**config.mk**
```make
export PLATFORM = sky130hd
export DESIGN_NAME = iob_iob2axi_write
export DESIGN_NICKNAME = d
export VERILOG_FILES = /design/src/rtl/iob_iob2axi_write_pkg.sv /design/src/rtl/iob_iob2axi_write_buf.sv /design/src/rtl/iob_iob2axi_write.sv
export SDC_FILE = /design/constraint.sdc
export NUM_CORES = 1
export LEC_CHECK = 0
export CAP_MARGIN = 15
export CORE_MARGIN = 4
export CORE_UTILIZATION = 46
export CTS_CLUSTER_DIAMETER = 150
export DETAILED_ROUTE_END_ITERATION = 7
export HOLD_SLACK_MARGIN = 0.12
export PLACE_DENSITY_LB_ADDON = 0.2
export SYNTH_ARGS = -nofsm -noshare
export SYNTH_HDL_FRONTEND = slang
export SYNTH_SLANG_ARGS = --single-unit
```
**constraint.sdc**
```tcl
create_clock -name clk_i -period 3.1 [get_ports clk_i]
set_clock_uncertainty 0.2 [all_clocks]
set_input_delay 0.62 -clock clk_i [delete_from_list [all_inputs] [get_ports clk_i]]
set_output_delay 0.62 -clock clk_i [all_outputs]
set_load 0.02 [all_outputs]
```
**src/rtl/iob_iob2axi_write_pkg.sv**
```systemverilog
// rtl/iob_iob2axi_write_pkg.sv - shared FSM encoding and AXI constants for the IOb-to-AXI write bridge
package iob_iob2axi_write_pkg;

  typedef enum logic [1:0] {
    ST_IDLE    = 2'd0,
    ST_ADDR_HS = 2'd1,
    ST_WRITE   = 2'd2,
    ST_RESP    = 2'd3
  } state_t;

  localparam logic [1:0] AXI_BURST_INCR     = 2'b01;
  localparam logic [3:0] AXI_CACHE_MODIFY   = 4'b0010;
  localparam logic [2:0] AXI_PROT_NONSECURE = 3'b010;

  // AXI awsize encoding for a full-width beat of data_w bits
  function automatic logic [2:0] axi_size(input int data_w);
    return 3'($clog2(data_w / 8));
  endfunction

endpackage

```
**src/rtl/iob_iob2axi_write_buf.sv**
```systemverilog
// rtl/iob_iob2axi_write_buf.sv - two-entry FIFO between IOb read data and AXI W channel
module iob_iob2axi_write_buf #(
  parameter int DATA_W = 32
) (
  input  logic              clk_i,
  input  logic              arst_n_i,
  input  logic              push_i,
  input  logic [DATA_W-1:0] push_data_i,
  input  logic              pop_i,
  output logic [DATA_W-1:0] pop_data_o,
  output logic              full_o,
  output logic              empty_o,
  output logic [1:0]        level_o
);

  logic [DATA_W-1:0] mem_q [2];
  logic              wr_ptr_q, wr_ptr_d;
  logic              rd_ptr_q, rd_ptr_d;
  logic [1:0]        level_q, level_d;
  logic              do_push, do_pop;

  assign full_o     = (level_q == 2'd2);
  assign empty_o    = (level_q == 2'd0);
  assign level_o    = level_q;
  assign pop_data_o = mem_q[rd_ptr_q];

  // A push into a full buffer is accepted when the same cycle pops, so occupancy stays put
  assign do_pop  = pop_i && !empty_o;
  assign do_push = push_i && (!full_o || do_pop);

  // Pointer and occupancy next-state
  always_comb begin
    wr_ptr_d = wr_ptr_q;
    rd_ptr_d = rd_ptr_q;
    level_d  = level_q;
    if (do_push) wr_ptr_d = ~wr_ptr_q;
    if (do_pop)  rd_ptr_d = ~rd_ptr_q;
    case ({do_push, do_pop})
      2'b10:   level_d = level_q + 2'd1;
      2'b01:   level_d = level_q - 2'd1;
      default: level_d = level_q;
    endcase
  end

  // Storage and pointer registers
  always_ff @(posedge clk_i or negedge arst_n_i) begin
    if (!arst_n_i) begin
      mem_q[0] <= '0;
      mem_q[1] <= '0;
      wr_ptr_q <= 1'b0;
      rd_ptr_q <= 1'b0;
      level_q  <= 2'd0;
    end else begin
      if (do_push) mem_q[wr_ptr_q] <= push_data_i;
      wr_ptr_q <= wr_ptr_d;
      rd_ptr_q <= rd_ptr_d;
      level_q  <= level_d;
    end
  end

endmodule

```
**src/rtl/iob_iob2axi_write.sv**
```systemverilog
// rtl/iob_iob2axi_write.sv - reads a burst over IOb and writes it out as one AXI4 write burst
module iob_iob2axi_write
  import iob_iob2axi_write_pkg::*;
#(
  parameter int ADDR_W      = 32,
  parameter int DATA_W      = 32,
  parameter int AXI_LEN_W   = 8,
  parameter int AXI_ID_W    = 1,
  parameter int AXI_BURST_W = 2,
  parameter int AXI_LOCK_W  = 2,
  parameter int AXI_CACHE_W = 4,
  parameter int AXI_PROT_W  = 3,
  parameter int AXI_QOS_W   = 4,
  parameter int AXI_RESP_W  = 2
) (
  input  logic                   clk_i,
  input  logic                   arst_n_i,
  // control
  input  logic                   run_i,
  input  logic [ADDR_W-1:0]      addr_i,
  input  logic [AXI_LEN_W-1:0]   length_i,
  output logic                   ready_o,
  output logic                   error_o,
  // IOb read master
  output logic                   m_iob_valid_o,
  output logic [ADDR_W-1:0]      m_iob_addr_o,
  output logic [DATA_W-1:0]      m_iob_wdata_o,
  output logic [DATA_W/8-1:0]    m_iob_wstrb_o,
  input  logic                   m_iob_ready_i,
  input  logic                   m_iob_rvalid_i,
  input  logic [DATA_W-1:0]      m_iob_rdata_i,
  // AXI write address
  output logic [AXI_ID_W-1:0]    m_axi_awid_o,
  output logic [ADDR_W-1:0]      m_axi_awaddr_o,
  output logic [AXI_LEN_W-1:0]   m_axi_awlen_o,
  output logic [2:0]             m_axi_awsize_o,
  output logic [AXI_BURST_W-1:0] m_axi_awburst_o,
  output logic [AXI_LOCK_W-1:0]  m_axi_awlock_o,
  output logic [AXI_CACHE_W-1:0] m_axi_awcache_o,
  output logic [AXI_PROT_W-1:0]  m_axi_awprot_o,
  output logic [AXI_QOS_W-1:0]   m_axi_awqos_o,
  output logic                   m_axi_awvalid_o,
  input  logic                   m_axi_awready_i,
  // AXI write data
  output logic [DATA_W-1:0]      m_axi_wdata_o,
  output logic [DATA_W/8-1:0]    m_axi_wstrb_o,
  output logic                   m_axi_wlast_o,
  output logic                   m_axi_wvalid_o,
  input  logic                   m_axi_wready_i,
  // AXI write response
  input  logic [AXI_ID_W-1:0]    m_axi_bid_i,
  input  logic [AXI_RESP_W-1:0]  m_axi_bresp_i,
  input  logic                   m_axi_bvalid_i,
  output logic                   m_axi_bready_o
);

  localparam int ADDR_SHIFT = $clog2(DATA_W / 8);

  state_t                state_q, state_d;
  logic [ADDR_W-1:0]     addr_q, addr_d;
  logic [AXI_LEN_W-1:0]  len_q, len_d;
  logic [AXI_LEN_W-1:0]  req_cnt_q, req_cnt_d;
  logic                  req_done_q, req_done_d;
  logic [AXI_LEN_W-1:0]  sent_cnt_q, sent_cnt_d;
  logic [1:0]            inflight_q, inflight_d;
  logic                  error_q, error_d;

  logic                  start;
  logic                  reading;
  logic                  can_req;
  logic                  iob_accept;
  logic                  buf_push;
  logic                  buf_full;
  logic                  buf_empty;
  logic [1:0]            buf_level;
  logic [DATA_W-1:0]     buf_head;
  logic                  w_fire;
  logic                  w_is_last;
  logic                  unused_inputs;

  assign unused_inputs = ^{m_axi_bid_i, buf_full};

  assign start   = (state_q == ST_IDLE) && run_i;
  assign reading = (state_q == ST_ADDR_HS) || (state_q == ST_WRITE);

  // Reads in flight plus buffered words never exceed the two FIFO slots, so every
  // response has somewhere to land. The sum only drops via pops, which keeps a raised
  // request stable until it is accepted.
  assign can_req    = ({1'b0, buf_level} + {1'b0, inflight_q}) < 3'd2;
  assign iob_accept = m_iob_valid_o && m_iob_ready_i;
  // Stray responses after an abandoned burst are dropped while idle
  assign buf_push   = m_iob_rvalid_i && (state_q != ST_IDLE);

  assign m_iob_valid_o = reading && !req_done_q && can_req;
  assign m_iob_addr_o  = addr_q + (ADDR_W'(req_cnt_q) << ADDR_SHIFT);
  assign m_iob_wdata_o = '0;
  assign m_iob_wstrb_o = '0;

  assign m_axi_awid_o    = '0;
  assign m_axi_awaddr_o  = addr_q;
  assign m_axi_awlen_o   = len_q;
  assign m_axi_awsize_o  = axi_size(DATA_W);
  assign m_axi_awburst_o = AXI_BURST_W'(AXI_BURST_INCR);
  assign m_axi_awlock_o  = '0;
  assign m_axi_awcache_o = AXI_CACHE_W'(AXI_CACHE_MODIFY);
  assign m_axi_awprot_o  = AXI_PROT_W'(AXI_PROT_NONSECURE);
  assign m_axi_awqos_o   = '0;
  assign m_axi_awvalid_o = (state_q == ST_ADDR_HS);

  assign m_axi_wvalid_o = (state_q == ST_WRITE) && !buf_empty;
  assign m_axi_wdata_o  = buf_head;
  assign m_axi_wstrb_o  = '1;
  assign w_is_last      = (sent_cnt_q == len_q);
  assign m_axi_wlast_o  = m_axi_wvalid_o && w_is_last;
  assign w_fire         = m_axi_wvalid_o && m_axi_wready_i;

  assign m_axi_bready_o = (state_q == ST_RESP);

  assign ready_o = (state_q == ST_IDLE);
  assign error_o = error_q;

  iob_iob2axi_write_buf #(
    .DATA_W(DATA_W)
  ) u_buf (
    .clk_i      (clk_i),
    .arst_n_i   (arst_n_i),
    .push_i     (buf_push),
    .push_data_i(m_iob_rdata_i),
    .pop_i      (w_fire),
    .pop_data_o (buf_head),
    .full_o     (buf_full),
    .empty_o    (buf_empty),
    .level_o    (buf_level)
  );

  // Burst sequencing: address handshake, data beats, then the write response
  always_comb begin
    state_d = state_q;
    case (state_q)
      ST_IDLE:    if (run_i) state_d = ST_ADDR_HS;
      ST_ADDR_HS: if (m_axi_awready_i) state_d = ST_WRITE;
      ST_WRITE:   if (w_fire && w_is_last) state_d = ST_RESP;
      ST_RESP:    if (m_axi_bvalid_i) state_d = ST_IDLE;
      default:    state_d = ST_IDLE;
    endcase
  end

  // Burst parameters, request/beat counters and error status next-state
  always_comb begin
    addr_d     = addr_q;
    len_d      = len_q;
    req_cnt_d  = req_cnt_q;
    req_done_d = req_done_q;
    sent_cnt_d = sent_cnt_q;
    inflight_d = inflight_q;
    error_d    = error_q;

    if (start) begin
      addr_d     = addr_i;
      len_d      = length_i;
      req_cnt_d  = '0;
      req_done_d = 1'b0;
      sent_cnt_d = '0;
      inflight_d = 2'd0;
      error_d    = 1'b0;
    end

    // The done flag, not the counter, ends requesting, so a full-range length
    // may let the counter wrap harmlessly
    if (iob_accept) begin
      req_cnt_d = req_cnt_q + AXI_LEN_W'(1);
      if (req_cnt_q == len_q) req_done_d = 1'b1;
    end

    case ({iob_accept, buf_push})
      2'b10:   inflight_d = inflight_q + 2'd1;
      2'b01:   inflight_d = (inflight_q != 2'd0) ? inflight_q - 2'd1 : 2'd0;
      default: inflight_d = inflight_q;
    endcase

    if (w_fire) sent_cnt_d = sent_cnt_q + AXI_LEN_W'(1);

    if ((state_q == ST_RESP) && m_axi_bvalid_i) error_d = |m_axi_bresp_i;
  end

  // FSM state register
  always_ff @(posedge clk_i or negedge arst_n_i) begin
    if (!arst_n_i) state_q <= ST_IDLE;
    else           state_q <= state_d;
  end

  // Datapath registers
  always_ff @(posedge clk_i or negedge arst_n_i) begin
    if (!arst_n_i) begin
      addr_q     <= '0;
      len_q      <= '0;
      req_cnt_q  <= '0;
      req_done_q <= 1'b0;
      sent_cnt_q <= '0;
      inflight_q <= 2'd0;
      error_q    <= 1'b0;
    end else begin
      addr_q     <= addr_d;
      len_q      <= len_d;
      req_cnt_q  <= req_cnt_d;
      req_done_q <= req_done_d;
      sent_cnt_q <= sent_cnt_d;
      inflight_q <= inflight_d;
      error_q    <= error_d;
    end
  end

endmodule

```
Word-level counts from Yosys, hierarchy flattened
Index checks and enable logic that the tools add are counted.
W data, S select, Z words.
{ "op_classes": {"n_addsub": 8, "magnitude_cmp": 4, "n_eq_ne": 14, "n_mux": 22, "bitwise_logic": 4, "n_reduce_logical": 29} }
{ "op_table": {"columns": ["operator", "n"], "rows": [
  ["$mux W32", 4],
  ["$bwmux W64", 1],
  ["$add A32 B10 Y32", 1],
  ["$demux W32 S1", 1],
  ["$mux W8", 3],
  ["$add A8 B1 Y8 const B", 2],
  ["$eq A8 B8 Y1", 2],
  ["$reduce_bool A2 Y1", 7],
  ["$logic_and A1 B1 Y1", 13],
  ["$eq A2 B2 Y1 const B", 5],
  ["$mux W2", 5],
  ["$pmux W2 S2", 2],
  ["$pmux W2 S4", 1],
  ["$eq A2 B1 Y1 const B", 3],
  ["$mux W1", 5],
  ["$add A2 B1 Y2 const B", 2],
  ["$ge A2 B2 Y1 const B", 2],
  ["$logic_not A2 Y1", 2],
  ["$ne A2 B1 Y1 const B", 2],
  ["$ne A2 B2 Y1 const B", 2],
  ["$not A1 Y2", 2],
  ["$reduce_and A4 Y1", 1],
  ["$sub A2 B1 Y2 const B", 2],
  ["$add A2 B2 Y3", 1],
  ["6 further kinds", 10]
]} }
{ "word_totals": {"register_bits": 130, "input_bits": 83, "output_inout_bits": 170, "elab_cells": 94} }

Longest topological paths before layout
{ "logic_depth": {"ltp_word": 9, "depth_mapped": 10, "mapped_depth_nobuf": 9} }

Hierarchy
From an unflattened synthesis, not the netlist that was laid out.
{ "hier_totals": {"hier_cells": 608, "hier_area_um2": 7253.2} }
{ "by_module_without_submodules": {"columns": ["mod", "n_inst", "cells_each", "area_per_inst_um2", "seq_area_each_um2"], "rows": [
  ["iob_iob2axi_write", 1, 419, 4215.3, 1551.5],
  ["iob_iob2axi_write_buf", 1, 189, 3037.9, 1701.6]
]} }

Worst setup path before layout
No wires, ideal clock.
{ "synth_path": {"kind": "reg-to-output", "start": "register addr_q[2] (netlist: m_axi_awaddr_o[2])", "end": "output m_iob_addr_o[26]", "arrival_ns": 2.236, "t_required_ns": 2.280, "setup_slack_ns": 0.044, "path_stages_with_launch": 10, "n_path_buf": 1, "path_cell_list": "dfrtp_1 -> ha_1 -> inv_1 -> fa_1 -> nand2b_1 -> a21oi_1 -> o41a_1 -> buf_6 -> nand4_1 -> xnor2_1"} }
{ "synth_between": {"elab_chain_cells": 1} }
{ "synth_lines": {"columns": ["element", "line", "source"], "rows": [
  ["from (decl)", "iob_iob2axi_write.sv:60", "logic [ADDR_W-1:0] addr_q, addr_d;"],
  ["from (signal assigned)", "iob_iob2axi_write.sv:203", "addr_q <= addr_d;"],
  ["$add A32 B10 Y32", "iob_iob2axi_write.sv:95", "assign m_iob_addr_o = addr_q + (ADDR_W'(req_cnt_q) << ADDR_SHIFT);"],
  ["to (decl)", "iob_iob2axi_write.sv:26", "output logic [ADDR_W-1:0] m_iob_addr_o,"]
]} }
No other way between the ends.

Final worst setup path
{ "layout_path": {"start": "register req_cnt_q[4]", "end": "output m_iob_addr_o[26]"} }
{ "layout_between": {"elab_chain_cells": 1} }
{ "layout_lines": {"columns": ["element", "line", "source"], "rows": [
  ["from (decl)", "iob_iob2axi_write.sv:62", "logic [AXI_LEN_W-1:0] req_cnt_q, req_cnt_d;"],
  ["from (signal assigned)", "iob_iob2axi_write.sv:205", "req_cnt_q <= req_cnt_d;"],
  ["$add A32 B10 Y32", "iob_iob2axi_write.sv:95", null]
]} }
No other way between the ends.

==> flow_summary.yaml <==
critical_path:
  arrival_ns: 2.47
  rrSetupSlack_ns: 0.46
  worstSetupStartpointType: "flop"
  critPathCapture: "m_iob_addr_o[26]"
  rr_startpoint: "inflight_q[0]"
  rr_worst_depth: 7
  crit_path_max_fanout: 10
  worstPathRequired_ns: 2.28
  critical_path_class: "flop to output port"
  crit-reg2reg-capture: "inflight_q[1]"
  worstSetupEndpointType: "output port"
  worstSetupStartpoint: "req_cnt_q[4]"
grt:
  first_global_vias: 5710
  grt_overflow: 0
  grt_first_pass_wirelength_microns: 28600
  grt_total_usage_pct: 20.2
  antenna_violations_before_repair: 0
  grt_start_max_net_pins: 74
floorplan:
  floorplan.initialDensity_pct: 46.7
  die-area_sq_mm: 0.0174
  design.core.area_sq_mm: 0.0151
  die_w_microns: 132
  row_count: 45
  ioPinCount: 253
  floorplan.die.height_microns: 132
route:
  detail_route.wl_per_cell_microns: 16.9
  top_signal_layer_used: "met4"
  route.detailed.drc: 0
  detailedRoute.firstPassIterationCount: 4
  met3_length_microns: 1250
  wire_length_on_met1_microns: 6920
  post_detailed_route_via_to_cell_ratio: 5.12
  total_via_count_in_the_routed_design: 5369
  drtIter0Drc: 176
  final_wl_microns: 17700
  final_antenna_net_count: 0
  route.met2.wl_microns: 9310
timing:
  worstMarginPinSlew_ns: 0.517
  final_critical_path_setup_slack_ns: -0.195
  final_period_utilization_pct: 106
  max_freq_mhz: 304
  setup_tns_ns: -2.95
  max_slew_violations: 0
  final-setup-viol-count: 23
  period_needed_ns: 3.29
  hold_violations: 0
  rsz_0062_raised_after_global_routing: "true"
  slew-limit-headroom_pct: 65.5
synthesis:
  synth.yosys.seq_area_share_pct: 46.0
  synth-seq-cells: 130
  yosysUniqueCellTypes: 49
  synthTopCellsByArea: "dfrtp_1, mux2_2, buf_4, ha_1, xor2_1"
  count_of_flip_flops_with_a_built_in_enable_after_synthesis: 0
  synthDominantAreaCellType: "dfrtp_1"
  synthTopCellsByCount: "mux2_2, dfrtp_1, buf_4"
  synthesis.instances: 598
  asyncSetResetFlopFracSynth_pct: 100
  yosysTopAreaCellShare_pct: 46.0
  yosys_warnings: 0
  postSynthAreaPerCell_sq_um: 11.8
  ys.flop_type: "dfrtp_1"
  most_frequent_cell_after_synthesis: "mux2_2"
  cell_area_after_synthesis_sq_mm: 0.00707
clock_tree:
  clkSinkCount: 130
  htree_num_levels: 4
  clock_root_buffer: "clkbuf_16"
  cts-buffers-inserted: 17
  clock_pin_transition_on_the_worst_setup_and_hold_timing_paths_ns: 0.06
  buffer_levels_on_the_longest_clock_path: 2
  clock_insertion_delay_worst_skew_ns: 0.42
  cts_tree: "yes"
pwr:
  p_leak_nw: 4.60
  power_density_mw_per_mm2: 1140
  p_total_mw: 11.5
  peakVddDrop_v: 0.000620
final_layout:
  fillcell_total: 1147
  utilization_pct: 67.1
  antennaDiodeCount: 0
  area.growth.synth_to_final_pct: 43.6
  layout-drive-gt1-share_pct: 34.8
  design.final.nets: 951
outcome:
  run_status: "finished, violations left"
  failed_checks: "setup timing"
place:
  detail_placement_hpwl_microns: 13100
  portBuffers: 192
  final_weighted_congestion_in_routability_driven_placement: 0.860
hold_path:
  worstHoldPathType: "flop to flop"
run:
  drv_cap: 0
-- kinds of logic after synthesis --
family	Yosys count	synth area share, %
other cells	2	0.106
buf+inv	93	8.65
mux	140	22.2
flops	130	46.0
compound gates	53	4.78
simple gates	110	8.24
xor+xnor	49	6.07
fa+ha+maj	21	3.93
-- cell type report --
cell class	count	area, sq um	area share, %
multi-input combinational	432	3630	35.8
sequential	130	3250	32.0
timing repair buffer	252	2400	23.6
clock buffer	18	429	4.22
tap	188	235	2.32
clock inverter	14	155	1.53
inverter	14	55.1	0.542
-- state kept, by name, summed over array words and instances (netlist names) --
signal          count
u_buf.mem_q        64
error_o             1
req_done_q          1
req_cnt_q           8
m_axi_awaddr_o     32
sent_cnt_q          8
u_buf.wr_ptr_q      1
u_buf.level_o       2
m_axi_awlen_o       8
state_q             2
u_buf.rd_ptr_q      1
inflight_q          2
-- metal layers --
metal  global-route usage [%]  up-vias
li1                         -     2475
met1                     22.8     2674
met2                     36.6      202
met3                     6.11       18
met4                     5.89        0
met5                        0        -
-- worst max-delay path, stage by stage (launching register included) --
cell and delay, ns:
dfrtp_1 0.41, ha_4 0.25, a21o_1 0.22, a21o_1 0.20, o41a_1 0.41, buf_12 0.16, nand4_1 0.11, xnor2_1 0.13
buf_4 0.16
-- how the worst min path moves through the flow --
stage / startpoint / endpoint / slack, ns / cells past startpoint
3_5_place_dp: u_buf.mem_q[19] / u_buf.mem_q[19] / 0.29 / 1
2_1_floorplan: arst_n_i / error_o / 0.12 / 0
6_report: u_buf.mem_q[20] / u_buf.mem_q[20] / 0.30 / 1
3_3_place_gp: u_buf.mem_q[13] / u_buf.mem_q[13] / 0.28 / 1
5_1_grt: u_buf.mem_q[10] / u_buf.mem_q[10] / 0.31 / 1
4_1_cts: u_buf.mem_q[20] / u_buf.mem_q[20] / 0.30 / 1
-- per-stage QoR --
step | setup WS (ns) | hold slack, ns | instance area (sq um) | cells
after floorplan | 0.0442 | 0.124 | 7290 | 655
after global placement | -0.355 | 0.281 | 9350 | 1006
after detailed placement | -0.400 | 0.289 | 9350 | 1006
after CTS | -0.224 | 0.304 | 9990 | 1045
after global routing | -0.331 | 0.314 | 10200 | 1048
final | -0.195 | 0.303 | 10200 | 1048
-- cells in the final DEF (no fill, tap or decap), types with 3 or more instances in the layout --
master           instances
clkdlybuf4s50_1        161
mux2_2                 138
dfrtp_1                130
buf_4                   73
conb_1                  59
xor2_1                  27
nand2_1                 26
o21ai_0                 23
nor2_1                  18
clkbuf_16               17
xnor2_1                 16
ha_1                    15
inv_1                   11
nand3_1                 11
nand4_1                  9
nand3_2                  7
a21oi_1                  7
and3_1                   6
xnor2_2                  6
buf_12                   6
buf_6                    5
and2_1                   4
clkinvlp_4               4
dlygate4sd2_1            4
nand4_2                  3
nor3_1                   3
nand2_2                  3
a31oi_1                  3
inv_6                    3
-- repair_timing --
| item | in CTS | in global routing |
|---|---|---|
| hold buffers | 1 | 0 |
| pin swaps | 14 | 5 |
| setup buffers | 6 | 3 |
| hold endpoints to repair | 37 | 0 |
| resized for setup | 157 | 29 |
| cloned | 0 | 0 |
| endpoints found under the setup margin | 30 | 26 |
-- where the power goes --
| group | total [mW] | internal, mW | switching, mW |
|---|---|---|---|
| clock | 1.98 | 1.19 | 0.785 |
| sequential | 3.12 | 2.49 | 0.625 |
| combinational | 6.45 | 3.38 | 3.07 |
| total | 11.5 | 7.07 | 4.48 |
Power figures use the tool's default switching activity.
